===== src/rtl/operand_mux_pipe.sv =====
// operand_mux_pipe: selects one of NUM_IN packed operands and pushes the
// result, tagged with an out-of-range flag, into a 2-entry skid buffer.
// In_ready_ comes purely from registered buffer state, so downstream
// backpressure never ripples combinationally into the upstream handshake.
module operand_mux_pipe #(
    parameter int WIDTH  = 32,
    parameter int NUM_IN = 4,
    parameter int SEL_W  = 2
) (
    input  logic                    clk_,
    input  logic                    rst_n_,
    input  logic [NUM_IN*WIDTH-1:0] Inp_,
    input  logic [SEL_W-1:0]        Sel_,
    input  logic                    Lock_,
    input  logic                    In_valid_,
    output logic                    In_ready_,
    output logic [WIDTH-1:0]        Out_,
    output logic                    Out_err_,
    output logic                    Out_valid_,
    input  logic                    Out_ready_,
    output logic [7:0]              Err_cnt_
);

    // Buffer occupancy states
    localparam logic [1:0] EMPTY = 2'd0;
    localparam logic [1:0] ONE   = 2'd1;
    localparam logic [1:0] FULL  = 2'd2;

    localparam logic [SEL_W:0] NUM_IN_EXT = (SEL_W+1)'(NUM_IN);

    logic [1:0]       state;
    logic             armed;      // low until the first clock edge after reset release
    logic [SEL_W-1:0] lock_sel;
    logic [SEL_W-1:0] eff_sel;
    logic [WIDTH-1:0] sel_data;
    logic             sel_err;
    logic [WIDTH:0]   new_entry;  // {data, err}
    logic [WIDTH:0]   head_q;
    logic [WIDTH:0]   tail_q;
    logic [7:0]       err_cnt;
    logic             accept;
    logic             pop;

    assign In_ready_  = (state != FULL);
    assign Out_valid_ = (state != EMPTY);
    assign accept     = In_valid_ & In_ready_ & armed;
    assign pop        = Out_valid_ & Out_ready_;
    assign eff_sel    = Lock_ ? lock_sel : Sel_;
    assign new_entry  = {sel_data, sel_err};
    assign Out_       = head_q[WIDTH:1];
    assign Out_err_   = head_q[0];
    assign Err_cnt_   = err_cnt;

    // Operand select; an out-of-range select yields zero data and the error flag
    always_comb begin
        // NOTE: default every output of a combinational block first so no path leaves it unassigned (no latch).
        sel_data = '0;
        sel_err  = ({1'b0, eff_sel} >= NUM_IN_EXT);
        for (int k = 0; k < NUM_IN; k++) begin
            if (eff_sel == SEL_W'(k)) begin
                sel_data = Inp_[k*WIDTH +: WIDTH];
            end
        end
    end

    // Skid buffer occupancy and entry storage; the newest entry goes to head
    // whenever the head is leaving in the same cycle
    always_ff @(posedge clk_ or negedge rst_n_) begin
        // NOTE: entries are reset too, so Out_ reads zero during and after reset rather than stale data.
        if (!rst_n_) begin
            state  <= EMPTY;
            armed  <= 1'b0;
            head_q <= '0;
            tail_q <= '0;
        end else begin
            // NOTE: sequential state uses non-blocking assignments so every register samples pre-edge values.
            armed <= 1'b1;
            case (state)
                EMPTY: begin
                    if (accept) begin
                        head_q <= new_entry;
                        state  <= ONE;
                    end
                end
                ONE: begin
                    if (accept && pop) begin
                        head_q <= new_entry;
                    end else if (accept) begin
                        tail_q <= new_entry;
                        state  <= FULL;
                    end else if (pop) begin
                        state  <= EMPTY;
                    end
                end
                FULL: begin
                    if (pop) begin
                        head_q <= tail_q;
                        state  <= ONE;
                    end
                end
                default: state <= EMPTY;
            endcase
        end
    end

    // Locked select follows Sel_ on every unlocked accept and freezes while locked
    always_ff @(posedge clk_ or negedge rst_n_) begin
        if (!rst_n_) begin
            lock_sel <= '0;
        end else if (accept && !Lock_) begin
            lock_sel <= Sel_;
        end
    end

    // Saturating count of accepted out-of-range transactions
    always_ff @(posedge clk_ or negedge rst_n_) begin
        if (!rst_n_) begin
            err_cnt <= '0;
        end else if (accept && sel_err && (err_cnt != 8'hFF)) begin
            err_cnt <= err_cnt + 8'd1;
        end
    end

endmodule

===== config.mk =====
export PLATFORM = sky130hd
export DESIGN_NAME = operand_mux_pipe
export DESIGN_NICKNAME = d
export VERILOG_FILES = /design/src/rtl/operand_mux_pipe.sv
export SDC_FILE = /design/constraint.sdc
export NUM_CORES = 1
export LEC_CHECK = 0
export BUFFER_PORTS_ARGS = -buffer_cell sky130_fd_sc_hd__buf_2
export CORE_ASPECT_RATIO = 1.4
export CORE_UTILIZATION = 25
export DETAILED_ROUTE_END_ITERATION = 6
export REMOVE_ABC_BUFFERS = 1
export SETUP_SLACK_MARGIN = 0.05
export SYNTH_ARGS = -nofsm -noshare
export SYNTH_HDL_FRONTEND = slang
export SYNTH_SLANG_ARGS = --single-unit

===== constraint.sdc =====
create_clock -name clk_ -period 2 [get_ports clk_]
set_input_delay 0.1 -clock clk_ [delete_from_list [all_inputs] [get_ports clk_]]
set_output_delay 0.1 -clock clk_ [all_outputs]
set_load 0.05 [all_outputs]

== Word-level counts from Yosys, hierarchy flattened ==
Cells that the tools add are included.
Word-level totals
  bits in writable memories: 0
  latch bits: 0
  input bits: 135
  memories kept: 0
  logic and storage cells: 45
  output and inout port bits: 43
  register bits: 70
  ROM bits: 0
Cells by class
  shift-type cells: 0
  divide/modulo/power cells: 0
  reductions and logical operators: 10
  mux-type cells: 15
  $mul: 0
  magnitude comparators: 0
  eq/ne operators: 11
  add/sub/neg operators: 0
  bitwise gates (word level): 4
Operators with widths (number)
  2-to-1 mux 32 bit: 4
  2-to-1 mux 33 bit: 3
  one-hot mux 33 bit (3 select lines): 1
  2-to-1 mux 2 bit: 6
  != test 2 bit (second input constant): 5
  AND reduction 4 bit: 2
  equality test 2 bit (second input constant): 3
  one-hot mux 2 bit (3 select lines): 1
  equality test 2 x 1 -> 1 bit (second input constant): 2
  logical NOT 2 bit: 2
  AND 1 bit: 3
  != test 3 bit (second input constant): 1
  AND reduction 3 bit: 1
  nonzero test 3 bit: 1
  logical AND 1 bit: 2
  nonzero test 2 bit: 1
  logical NOT 1 bit: 1
  NOT 1 bit: 1

== Depth between registers and ports, before layout ==
Gate-level depths: netlist of run 1.
  word-level depth: 8
  gate-level depth with buffers: 6

== Worst setup path after synthesis of run 1 ==
No wires, ideal clock.
  path kind: register to register
  start point: register state[1]
  end point: register lock_sel[0]
  library setup time: 0.125 ns
  cell stages (with the launch flop): 4
  required time: 1.875 ns
  setup slack: 0.375 ns
  arrival time: 1.501 ns
  cell sequence: dfrtp_1 > nand2b_1 > nor3b_1 > mux2_2
Between the ends
  word-level cells in the longest chain between the ends: 4
RTL lines
  from (decl): line 31  | logic [1:0] state;
  from (signal assigned): line 71  | state <= EMPTY;
  from (signal assigned): line 82  | state <= ONE;
  from (signal assigned): line 90  | state <= FULL;
  != test 2 bit: line 44  | assign In_ready_ = (state != FULL);
  via In_ready_: line 16  | output logic In_ready_,
  AND 1 bit (2 in a row): line 46  | assign accept = In_valid_ & In_ready_ & armed;
  logical AND 1 bit: line 110  | end else if (accept && !Lock_) begin
  to (signal assigned): line 111  | lock_sel <= Sel_;
  to (decl): line 33  | logic [SEL_W-1:0] lock_sel;
The timed path passes the listed nets, and every way through them passes these cells.
A chain may end at the register's enable or synchronous reset.

== Worst setup path in the final report of run 1 ==
  start point: register lock_sel[1]
  end point: register tail_q[20]
Between the ends
  word-level cells in the longest chain between the ends: 6
  elaborated cells between the ends (all ways): 9
  those cells by class: eq/ne: 3; mux: 5; reduce/logical: 1
RTL lines
  2-to-1 mux 2 bit (*): line 48  | assign eff_sel = Lock_ ? lock_sel : Sel_;
  logical NOT 2 bit: line 60  | if (eff_sel == SEL_W'(k)) begin
  2-to-1 mux 32 bit (3 in a row): line 60
  2-to-1 mux 32 bit (*): line 60
  to (signal assigned): line 89  | tail_q <= new_entry;
  to (decl): line 39  | logic [WIDTH:0] tail_q;
Mark *: on every way between the ends. The rest lies on a longest branch, timed or not.

==> impl_metrics.toml, run 1 <==
[clocking]
cts_tree = "done"
insertion_delay_ns = 0.32
cts_sinks = 69
cts_buffer_depth = 2
htree_levels = 3
root_buffer = "clkbuf_16"
cts_buffers = 9
cts.clk_slew.worst_paths_ns = 0.06

[setup_path]
critical_path_class = "reg2reg"
worstSetupStartpointType = "flip-flop"
critPathRequiredTime_ns = 2.23
path_max_fanout = 20
cp.arrival_ns = 1.97
endpoint_kind = "flip-flop"

[sta]
slew_viol_final = 0
period_needed_ns = 1.74
fmax_mhz = 575
rsz0062_at_grt = "false"
min_period_over_period_pct = 86.9
skew_ns = 0.00693
setup_viol = 0
timing_hold_violations_final = 0
postLayoutSetupSlackWorst_ns = 0.261
fin_tns_setup_ns = 0

[global_route]
grt_util_met3_pct = 4.32
grt_start_max_net_pins = 38
globalRouteOverflowTotal = 0
grt_busiest_layer = "met2"
grt_usage_pct = 15.2
grt_pass1_vias = 3778
globalRouteMet2Util_pct = 25.0
grt.met1_usage_pct = 18.6
antenna_found_initial = 2
grt_pass1_wl_um = 19500

[logic_synthesis]
syn_area_mm2 = 0.00405
ys_types = 28
yosysSeqAreaShare_pct = 42.6
postSynthCellCount = 327
synth_area_leaders = "dfrtp_1 (43%), mux2i_1 (24%), a21bo_2 (7.7%), a222oi_1 (7.7%), o221ai_1 (6.7%)"
async_flop_share_pct = 100
yosysTopAreaCell = "dfrtp_1"
synthFlopType = "dfrtp_1"
yosysTopAreaCellShare_pct = 42.6
avgSynthCellArea_um2 = 12.4
synth_edf_count = 0
synth_seq_cells = 69
ys_warn_count = 0

[floorplan]
die_area_mm2 = 0.0167
num_io_pins = 178
start_util_pct = 25.7
core.rowCount = 54
core_mm2 = 0.0157
dieWidth_um = 110
fp.dieH_um = 153

[placement]
routabilityCongestion = 0.794
placed_area_mm2 = 0.00518
preCtsSetupSlack_ns = 0.224
portBuffers = 168
dp_hpwl_um = 9140

[detailed_routing]
via_per_inst = 5.22
firstDrtPassIters = 6
drc = 0
num_vias = 3642
drt_iter0_markers = 285
routed_wl_um = 12600
wire_per_inst_um = 18.0
ant_nets = 0

[pwr]
power_leakage_nw = 2.86
ir_drop_uv = 569
power_density_mw_per_mm2 = 1180

[cells_and_area]
layout_common_cells = "buf_2 (167), mux2i_1 (95), dfrtp_1 (69)"
final_common_cell = "buf_2"
final_net_count = 631
layout-drive-gt1-share_pct = 50.2
areaGrowthSynthToFinish_pct = 34.6
finish.utilization_pct = 34.6
finalInstanceArea_mm2 = 0.00545

[flow_run]
drv_cap = 0

[run_status]
status = "completed"

[worst_hold_path]
min_path_type = "in2reg"
==> what timing repair did <==
item	CTS	global route
buffers inserted	0	0
resized for setup	0	0
hold endpoints to repair	32	0
hold buffers	1	0
endpoints found under the setup margin	0	0
==> layout make-up <==
cell class | count | area (um2)
Timing Repair Buffer | 193 | 1080
Clock buffer | 13 | 250
Tap cell | 196 | 245
Sequential cell | 69 | 1730
Clock inverter | 2 | 10.0
Antenna cell | 2 | 5.00
Multi-Input combinational cell | 223 | 2130
Fill cell | 1584 | 10300
==> where the power goes <==
| part | internal (mW) | switching, mW | total [mW] | leakage [nW] |
|---|---|---|---|---|
| combinational | 1.13 | 1.68 | 2.80 | 1.92 |
| clock | 0.862 | 0.541 | 1.40 | 0.129 |
| sequential | 1.93 | 0.275 | 2.20 | 0.815 |
| total | 3.92 | 2.50 | 6.41 | 2.86 |
==> critical path: stages (launching register included) <==
cell	delay [ns]
dfrtp_1	0.39
mux2i_1	0.37
nand3_2	0.39
buf_12	0.30
o221ai_1	0.19
==> Yosys cell counts (2+ instances only) <==
cell type	instances
nand3b_1	2
nand3_1	2
buf_6	3
clkbuf_1	14
o221ai_1	31
nor3_1	2
a222oi_1	31
conb_1	2
buf_4	10
dfrtp_1	69
a21bo_2	31
buf_8	3
buf_2	8
nand2b_1	2
buf_1	5
mux2_2	5
mux2i_1	96
==> sequential cells by signal (all words and copies together), names as in the netlist <==
register and flops:
armed 1, tail_q 32, head_q 32, state 2
lock_sel 2
==> worst paths after layout <==
check | slack, ns | end | startpoint | cells after the start
min in group asynchronous | 0.29 | head_q[16]$_DFFE_PN0P_ | rst_n_ | 2
max in group asynchronous | 1.15 | tail_q[9]$_DFFE_PN0P_ | rst_n_ | 3
worst min register to register | 0.51 | tail_q[31]$_DFFE_PN0P_ | tail_q[31]$_DFFE_PN0P_ | 1
worst max register to register | 0.26 | tail_q[20]$_DFFE_PN0P_ | lock_sel[1]$_DFFE_PN0P_ | 4
worst min-delay path | 0.06 | lock_sel[1]$_DFFE_PN0P_ | Sel_[1] | 2
worst max-delay path | 0.26 | tail_q[20]$_DFFE_PN0P_ | lock_sel[1]$_DFFE_PN0P_ | 4
==> cell families (layout without fill, tap and decap cells) <==
| logic type | after synthesis | count (layout) | synth area share [%] |
|---|---|---|---|
| AO/OA/AOI/OAI | 96 | 96 | 22.5 |
| multiplexers | 103 | 103 | 26.0 |
| buffers and inverters | 43 | 208 | 6.55 |
| other | 2 | 12 | 0.185 |
| flip-flops | 69 | 69 | 42.6 |
| AND/OR/NAND/NOR | 14 | 14 | 2.13 |
==> metal layers <==
layer / wire length [um] / vias to the layer above
met5: 0 / -
met4: 213 / 0
met3: 901 / 15
met2: 6340 / 168
met1: 5090 / 1814
li1: - / 1645
==> metrics by stage <==
step | hold slack [ns] | power, mW | cells
6_report | 0.0603 | 6.41 | 698
3_5_place_dp | 0.0754 | 5.05 | 680
4_1_cts | 0.0474 | 6.48 | 696
2_1_floorplan | -0.196 | 4.29 | 292
5_1_grt | 0.0527 | 6.75 | 696
3_3_place_gp | 0.0654 | 4.95 | 680
No activity file was read; power rests on OpenSTA's default activity.
==> inputs of run 2 (changes only) <==
CORE_MARGIN = 5   (was default)
==> run 2 against run 1 <==
Effect of this change:
- power is 4.5% higher
- cell count is 0.72% lower
- wire length is 3.7% higher
- sequential share of layout area is 0.087 points higher
- global-route usage is 1.7 points lower
- worst setup slack better by 0.060 ns
- sequential power hardly changed
- via count is 1.7% lower
- critical endpoint unchanged
- largest power group unchanged
- highest routed layer unchanged
==> impl_metrics.toml, run 2 (synthesis results as in run 1) <==
[pwr]
p_comb_share_pct = 41.5
p_int_mw = 4.13
p_sw_share_pct = 38.4
power_switching_mw = 2.57
clockPowerShare_pct = 25.5
power_density_mw_per_mm2 = 1230
seqPwrFrac_pct = 33.0
ir_drop_uv = 460
power_leakage_nw = 2.85
fin_total_pwr_mw = 6.70

[sta]
setup_viol = 0
rsz0062_at_grt = "false"
maxSlewHeadroom_pct = 38.8
period_needed_ns = 1.68
skew_ns = 0.00821
fmax_mhz = 596
postLayoutSetupSlackWorst_ns = 0.322
worstMarginPinSlew_ns = 0.917
fin_tns_setup_ns = 0
timing_hold_violations_final = 0
slew_viol_final = 0
min_period_over_period_pct = 83.9

[floorplan]
die_area_mm2 = 0.0189
start_util_pct = 25.3
core.rowCount = 55
fp.dieH_um = 161
core_mm2 = 0.0160
dieWidth_um = 118
num_io_pins = 178

[cells_and_area]
seqCellArea_mm2 = 0.00173
final_net_count = 624
multi_input_area_mm2 = 0.00213
layout_common_cells = "buf_2 (167), mux2i_1 (95), dfrtp_1 (69)"
fill_cells = 1610
areaGrowthSynthToFinish_pct = 34.2
layout-drive-gt1-share_pct = 49.8
diodes = 0
finish.utilization_pct = 33.9
final_common_cell = "buf_2"
reg.largest.list = "head_q (32), tail_q (32)"

[global_route]
grt_pass1_vias = 4002
grt_pass1_wl_um = 20600
grt_usage_pct = 13.5
grt_start_max_net_pins = 70
globalRouteOverflowTotal = 0
antenna_found_initial = 0

[setup_path]
slowest_delay_ns = 0.43
critPathRequiredTime_ns = 2.19
cp_num_buf_inv = 1
critical_path_class = "reg2reg"
path_max_fanout = 26
worstSetupStartpointType = "flip-flop"
path_cells = "and3b_2, buf_4, a21bo_2, o221ai_1"
endpoint_kind = "flip-flop"
cp_top_family = "flip-flops"
cp.arrival_ns = 1.86
cp_slowest_cell = "dfrtp_1"

[placement]
routabilityCongestion = 0.797
preCtsSetupSlack_ns = 0.318
portBuffers = 168
dp_hpwl_um = 9200

[clocking]
cts_setup_buffers = 0
cts_buffers = 9
hold_buffers = 1
root_buffer = "clkbuf_16"
cts_buffer_depth = 2
htree_levels = 3
cts_tree = "done"
ctsResizeCount = 0
insertion_delay_ns = 0.33
cts.clk_slew.worst_paths_ns = 0.06
cts_sinks = 69

[detailed_routing]
wire_per_inst_um = 18.8
highest_layer = "met4"
wl_met3_um = 932
wirelength_met1_um = 5120
firstDrtPassIters = 6
drc = 0
routed_wl_um = 13000
wl_met2_um = 6740
via_per_inst = 5.17
ant_nets = 0
num_vias = 3580
drt_iter0_markers = 309

[run_status]
status = "completed"

[flow_run]
drv_cap = 0

[worst_hold_path]
min_path_type = "in2reg"
## run 2: cell types whose count changed in the layout (fill, tap and decap cells not counted)
| cell | previous run | this run |
|---|---|---|
| diode_2 | 2 | 0 |
| buf_12 | 4 | 3 |
| clkinv_4 | 0 | 2 |
| bufinv_16 | 0 | 2 |
| nand3_1 | 0 | 1 |
| nand3_2 | 2 | 1 |
| clkbuf_1 | 3 | 1 |
| clkbuf_8 | 1 | 0 |
| buf_4 | 21 | 15 |
## run 2: power by group through the flow
stage / clock, mW / combinational (mW) / sequential (mW)
3_5_place_dp: 0 / 2.79 / 2.24
2_1_floorplan: 0 / 1.33 / 2.96
4_1_cts: 1.75 / 2.80 / 2.22
3_3_place_gp: 0 / 2.73 / 2.21
5_1_grt: 1.84 / 2.97 / 2.28
6_report: 1.71 / 2.78 / 2.21
## run 2: final cells by class
cell class / instances / share of cell area, %
Multi-Input combinational cell: 223 / 39.1
Sequential cell: 69 / 31.7
Timing Repair Buffer: 186 / 18.7
Tap cell: 199 / 4.58
Clock buffer: 10 / 4.21
Clock inverter: 6 / 1.61
## run 2: worst paths after layout
kind | from | end | slack (ns) | cells after the start
max in group asynchronous | rst_n_ | tail_q[5]$_DFFE_PN0P_ | 0.96 | 2
hold / removal | Sel_[1] | lock_sel[1]$_DFFE_PN0P_ | 0.07 | 2
hold reg to reg | state[0]$_DFFE_PN0P_ | state[0]$_DFFE_PN0P_ | 0.52 | 1
setup reg to reg | state[1]$_DFFE_PN0P_ | tail_q[20]$_DFFE_PN0P_ | 0.32 | 4
setup / recovery | state[1]$_DFFE_PN0P_ | tail_q[20]$_DFFE_PN0P_ | 0.32 | 4
min in group asynchronous | rst_n_ | head_q[7]$_DFFE_PN0P_ | 0.46 | 2
## run 2: metrics by stage
stage                     cell area (um2)  cells  hold slack [ns]
after floorplan                      3820    292           -0.196
after global placement               5110    676            0.267
after detailed placement             5110    676            0.291
after CTS                            5440    693           0.0451
after global routing                 5440    693           0.0516
final                                5440    693           0.0655
## run 2: layer usage
| metal | global-route usage [%] | vias up |
|---|---|---|
| met5 | 0 | - |
| met4 | 5.01 | 0 |
| met3 | 3.56 | 19 |
| met2 | 23.1 | 170 |
| met1 | 16.1 | 1756 |
| li1 | - | 1635 |
